`config.mk`:
```
export PLATFORM = sky130hd
export DESIGN_NAME = instr_fetch_ctrl
export DESIGN_NICKNAME = d
export VERILOG_FILES = /design/src/rtl/instr_fetch_ctrl.sv
export SDC_FILE = /design/constraint.sdc
export NUM_CORES = 1
export LEC_CHECK = 0
export CAP_MARGIN = 20
export CORE_ASPECT_RATIO = 1.75
export CORE_MARGIN = 5
export CORE_UTILIZATION = 25
export CTS_CLUSTER_DIAMETER = 150
export DETAILED_ROUTE_END_ITERATION = 16
export GPL_TIMING_DRIVEN = 0
export PLACE_DENSITY = 0.5
export SLEW_MARGIN = 10
export SYNTH_ARGS = -nofsm -noshare
export SYNTH_HDL_FRONTEND = slang
export SYNTH_SLANG_ARGS = --single-unit
```
`constraint.sdc`:
```
create_clock -name clk -period 8.8 [get_ports clk]
set_input_delay 1.76 -clock clk [delete_from_list [all_inputs] [get_ports clk]]
set_output_delay 1.76 -clock clk [all_outputs]
set_load 0.005 [all_outputs]
```
`src/rtl/instr_fetch_ctrl.sv`:
```
// instr_fetch_ctrl
// Instruction fetch controller: owns the program counter, reads a
// combinational instruction memory and queues {pc, instruction} pairs in
// a small FIFO that decode drains with a valid/ready handshake.
//
// Parameters
//   RESET_PC  PC value loaded while rst_n is low
//   DEPTH     fetch-buffer entries (2..8)
//
// Ports
//   clk, rst_n               clock, asynchronous active-low reset
//   fetch_en                 fetching permitted while high
//   halt                     stop fetching, enter HALTED
//   redirect_valid/_pc       branch/jump redirect (target is halfword-aligned)
//   pc_addr                  address to instruction memory (the PC)
//   instr_in                 instruction read data for pc_addr
//   out_valid/ready          handshake toward decode
//   out_instr/out_pc         head entry of the fetch buffer
//   state_o                  00 IDLE, 01 FETCH, 10 HALTED
//   stall_cnt                (FETCH_PERF_EN only) saturating count of FETCH
//                            cycles lost to a full buffer with no pop
//
// Optional feature macro: FETCH_PERF_EN
module instr_fetch_ctrl #(
  parameter logic [15:0] RESET_PC = 16'h0000,
  parameter int          DEPTH    = 2
) (
  input  logic        clk,
  input  logic        rst_n,
  input  logic        fetch_en,
  input  logic        halt,
  input  logic        redirect_valid,
  input  logic [15:0] redirect_pc,
  output logic [15:0] pc_addr,
  input  logic [15:0] instr_in,
  output logic        out_valid,
  input  logic        out_ready,
  output logic [15:0] out_instr,
  output logic [15:0] out_pc,
`ifdef FETCH_PERF_EN
  output logic [15:0] stall_cnt,
`endif
  output logic [1:0]  state_o
);

  localparam int PW = (DEPTH > 1) ? $clog2(DEPTH) : 1;
  localparam int CW = $clog2(DEPTH + 1);

  typedef enum logic [1:0] {
    IDLE   = 2'b00,
    FETCH  = 2'b01,
    HALTED = 2'b10
  } state_t;

  state_t         state, state_nxt;
  logic [15:0]    pc, pc_nxt;
  logic [PW-1:0]  rd_ptr, wr_ptr;
  logic [CW-1:0]  count;
  logic [15:0]    buf_instr [DEPTH];
  logic [15:0]    buf_pc    [DEPTH];
  logic           full, push, pop;

  function automatic logic [PW-1:0] ptr_inc(input logic [PW-1:0] p);
    return (p == PW'(DEPTH - 1)) ? '0 : p + PW'(1);
  endfunction

  assign full      = (count == CW'(DEPTH));
  assign out_valid = (count != '0);
  assign pop       = out_valid & out_ready;
  // Redirect and halt both suppress the fetch; a full buffer can still
  // accept when the head leaves in the same cycle.
  assign push      = (state == FETCH) & fetch_en & ~halt & ~redirect_valid
                   & (~full | pop);

  assign pc_addr   = pc;
  assign state_o   = state;
  assign out_instr = out_valid ? buf_instr[rd_ptr] : '0;
  assign out_pc    = out_valid ? buf_pc[rd_ptr]    : '0;

  always_ff @(posedge clk or negedge rst_n) begin
    if (!rst_n) begin
      state <= IDLE;
      pc    <= RESET_PC;
    end else begin
      state <= state_nxt;
      pc    <= pc_nxt;
    end
  end

  always_comb begin
    state_nxt = state;
    pc_nxt    = pc;
    if (!fetch_en) begin
      state_nxt = IDLE;
    end else begin
      case (state)
        IDLE:    state_nxt = FETCH;
        // Redirect outranks halt, so a simultaneous pair keeps fetching.
        FETCH:   if (!redirect_valid && halt) state_nxt = HALTED;
        HALTED:  if (redirect_valid) state_nxt = FETCH;
        default: state_nxt = IDLE;
      endcase
    end
    if (redirect_valid)
      pc_nxt = {redirect_pc[15:1], 1'b0};
    else if (push)
      pc_nxt = pc + 16'd2;  // wraps modulo 2^16
  end

  always_ff @(posedge clk or negedge rst_n) begin
    if (!rst_n) begin
      rd_ptr <= '0;
      wr_ptr <= '0;
      count  <= '0;
    end else if (redirect_valid) begin
      // Flush wins over any same-cycle pop.
      rd_ptr <= '0;
      wr_ptr <= '0;
      count  <= '0;
    end else begin
      if (push) wr_ptr <= ptr_inc(wr_ptr);
      if (pop)  rd_ptr <= ptr_inc(rd_ptr);
      if (push && !pop)
        count <= count + CW'(1);
      else if (pop && !push)
        count <= count - CW'(1);
    end
  end

  // Storage needs no reset: outputs are masked while the buffer is empty.
  always_ff @(posedge clk) begin
    if (push) begin
      buf_instr[wr_ptr] <= instr_in;
      buf_pc[wr_ptr]    <= pc;
    end
  end

`ifdef FETCH_PERF_EN
  always_ff @(posedge clk or negedge rst_n) begin
    if (!rst_n)
      stall_cnt <= '0;
    else if (state == FETCH && full && !pop && stall_cnt != 16'hFFFF)
      stall_cnt <= stall_cnt + 16'd1;
  end
`endif

endmodule

```
==> impl_metrics.tcl <==
set metrics [dict create \
    syn_to_final_growth_pct 39.8 \
    gr_util_all_layers_pct 11.1 \
    synth.most_common_cell "edfxtp_1" \
    post-layout-total-power_uw 893 \
    library_cell_with_the_largest_summed_area_after_synthesis "edfxtp_1" \
    setup_repair_after_global_routing_missed_its_margin "no" \
    final_core_util_pct 35.5 \
    setup_tns_after_final_layout_ns 0 \
    dr.pass1.iters 4 \
    rows 58 \
    cts_hold_buffers 0 \
    drive_gt1_share_pct 10.1 \
    synth.top_cells.by_area "edfxtp_1 (51%), dfrtp_1 (14%), mux2i_1 (10%)" \
    postSynthCellCount 273 \
    synth_seq_cells 83 \
    cts_buffers 9 \
    wl_um 8930 \
    internal_power_uw 688 \
    max_ir_drop_vdd_mv 0.0861 \
    hpwlAfterDp_um 6760 \
    reg2reg_setup_slack_ns 6.00 \
    cts_resized 0 \
    clk_pin_slew_ns 0.06 \
    fin_nets 419 \
    first_global_vias 2693 \
    fin_hold_ws_ns 0.565 \
    setup.worst_path.class "in2reg" \
    die-width_um 101 \
    hold_viol 0 \
    fp.coreArea_sq_um 14300 \
    synth_ff_type "edfxtp_1" \
    synth_top_cell_area_share_pct 51.3 \
    synth_sequential_area_ratio_pct 65.8 \
    worst_min_delay_path_category "reg2reg" \
    antenna_cells 0 \
    cts.repair_timing.setup_buffer_count 0 \
    start_util_pct 25.4 \
    p_seq_share_pct 50.9 \
    fin_crit_sh_pct 48.5 \
    die_area_sq_um 17100 \
    grt_start_max_net_pins 22 \
    static-leakage-power_nw 1.70 \
    grt_first_pass_wirelength_um 14500 \
    final-max-slew-violation-count 0 \
    timing.slew.headroom_pct 41.5 \
    asyncSetResetFlopFracSynth_pct 25.3 \
    cap_violations 0 \
    grt_antenna_before_repair 0 \
    power.clock.fraction_pct 38.9 \
    tightest_slew_ns 0.875 \
    max_clock_freq_ghz 0.234 \
    globalRoute.totalOverflow 0 \
    clock_path_buffers 2 \
    drc_errors 0 \
    globalplace.congestion 0.732 \
    top_level_ports 89 \
    critPathArrivalTime_ns 4.32 \
    run_status "complete, no violations" \
    vias_post_dr 2475 \
    tritoncts_num_sinks 83 \
    critPathMaxFanout 10 \
    cts_tree "yes" \
    p_sw_uw 205 \
    vias_per_cell 4.38 \
    worst_clock_skew_ns 0.0138 \
    cts.htree.levels 3 \
    postRouteAntennaNets 0 \
    synth.lib_cells_used.distinct 41 \
    p_comb_share_pct 10.1 \
    syn_area_sq_um 3630 \
    worst_ep_required_time_ns 8.86 \
    worstSkewPairLatency_ns 0.34 \
    netlist_top_cells_count "edfxtp_1 (62), nor2_1 (39), mux2i_1 (37)" \
    critPathCaptureType "flop" \
    postSynthAreaPerCell_sq_um 13.3 \
    yosys_warnings 0 \
    clock_root_buffer_master "clkbuf_16" \
    route.detailed.wl_per_inst_um 15.8 \
    portBuffers 84 \
    final_period_minus_worst_setup_slack_ns 4.27 \
    initialDrtViolationCount 83 \
    switching_share_pct 22.9 \
    power_per_cell_area_nw_per_um2 176 \
    startpoint_type "primary input" \
    timing.final.setup_violations 0 \
    die_height_um 169 \
    post_synth_edffs 62 \
]
==> through the flow <==
| step | setup slack, ns | cells | instance area (sq um) |
|---|---|---|---|
| 2_1_floorplan | 2.79 | 274 | 3630 |
| 3_3_place_gp | -0.0483 | 538 | 4700 |
| 3_5_place_dp | 4.06 | 548 | 4790 |
| 4_1_cts | 4.44 | 564 | 5060 |
| 5_1_grt | 4.31 | 565 | 5080 |
| 6_report | 4.53 | 565 | 5080 |
==> layout make-up <==
class,instances,area [sq um]
Fill cell,1400,9220
Multi-Input combinational cell,174,1180
Clock buffer,12,246
Tap cell,180,225
Timing Repair Buffer,95,931
Buffer,15,68.8
Sequential cell,83,2390
Clock inverter,4,27.5
Inverter,2,7.51
==> cells in the final DEF, fill, tap and decap left out, drive strengths merged, types with 2 or more instances in the layout <==
| cell | netlist | final |
|---|---|---|
| nand2 | 22 | 22 |
| nor2 | 39 | 39 |
| nand2b | 4 | 4 |
| xnor2 | 7 | 7 |
| clkdlybuf4s50 | 0 | 84 |
| a22oi | 3 | 3 |
| conb | 1 | 2 |
| inv | 2 | 2 |
| buf | 6 | 17 |
| o21ai | 11 | 11 |
| nor3 | 5 | 5 |
| clkinv | 0 | 4 |
| a21oi | 2 | 2 |
| nor2b | 5 | 5 |
| dfrtp | 21 | 21 |
| nor3b | 4 | 4 |
| clkbuf | 9 | 21 |
| nor4 | 7 | 7 |
| edfxtp | 62 | 62 |
| mux2i | 37 | 37 |
| nand3 | 8 | 8 |
==> worst max-delay path, stage by stage <==
cell	delay [ns]
clkdlybuf4s50_1	0.44
nand4bb_4	0.32
buf_2	0.24
nor4b_2	0.74
buf_4	0.31
buf_4	0.17
buf_4	0.17
buf_4	0.16
==> registers in the layout, indices dropped and copies added, names as in the netlist <==
signal	cells
count	2
buf_pc	30
rd_ptr	1
buf_instr	32
state_o	2
pc_addr	15
wr_ptr	1
==> path summary, 6_finish.rpt <==
| check | from | endpoint | cells after the start |
|---|---|---|---|
| worst max-delay path | halt | buf_instr[1][6]$_DFFE_PP_ | 8 |
| worst min-delay path | pc_addr[15]$_DFFE_PN0P_ | buf_pc[1][15]$_DFFE_PP_ | 0 |
| worst max register to register | state_o[1]$_DFFE_PN0P_ | buf_instr[1][6]$_DFFE_PP_ | 7 |
| worst min register to register | pc_addr[15]$_DFFE_PN0P_ | buf_pc[1][15]$_DFFE_PP_ | 0 |
| max in group asynchronous | rst_n | pc_addr[13]$_DFFE_PN0P_ | 2 |
| min in group asynchronous | rst_n | state_o[0]$_DFFE_PN0P_ | 1 |
==> power groups by stage <==
stage | Clock [mW] | Combinational, mW | Sequential, mW
after floorplan | 0 | 0.0369 | 0.458
after global placement | 0 | 0.0893 | 0.463
after detailed placement | 0 | 0.0915 | 0.463
after CTS | 0.357 | 0.0921 | 0.455
after global routing | 0.370 | 0.100 | 0.457
final | 0.348 | 0.0906 | 0.455
==> per-layer routing <==
| layer | vias up | share of wire, % | global-route usage (%) |
|---|---|---|---|
| li1 | 1204 | - | - |
| met1 | 1205 | 37 | 12.1 |
| met2 | 59 | 57 | 20.1 |
| met3 | 7 | 3.7 | 2.30 |
| met4 | 0 | 1.9 | 5.03 |
| met5 | - | 0 | 0 |
==> cell families after synthesis <==
kind of cell	synth area share (%)
fa+ha+maj	0.345
flops	65.8
buf+inv	2.10
mux	10.5
xor+xnor	1.93
other cells	0.103
simple gates	14.9
compound gates	4.34
No activity file was read; power rests on OpenSTA's default activity.
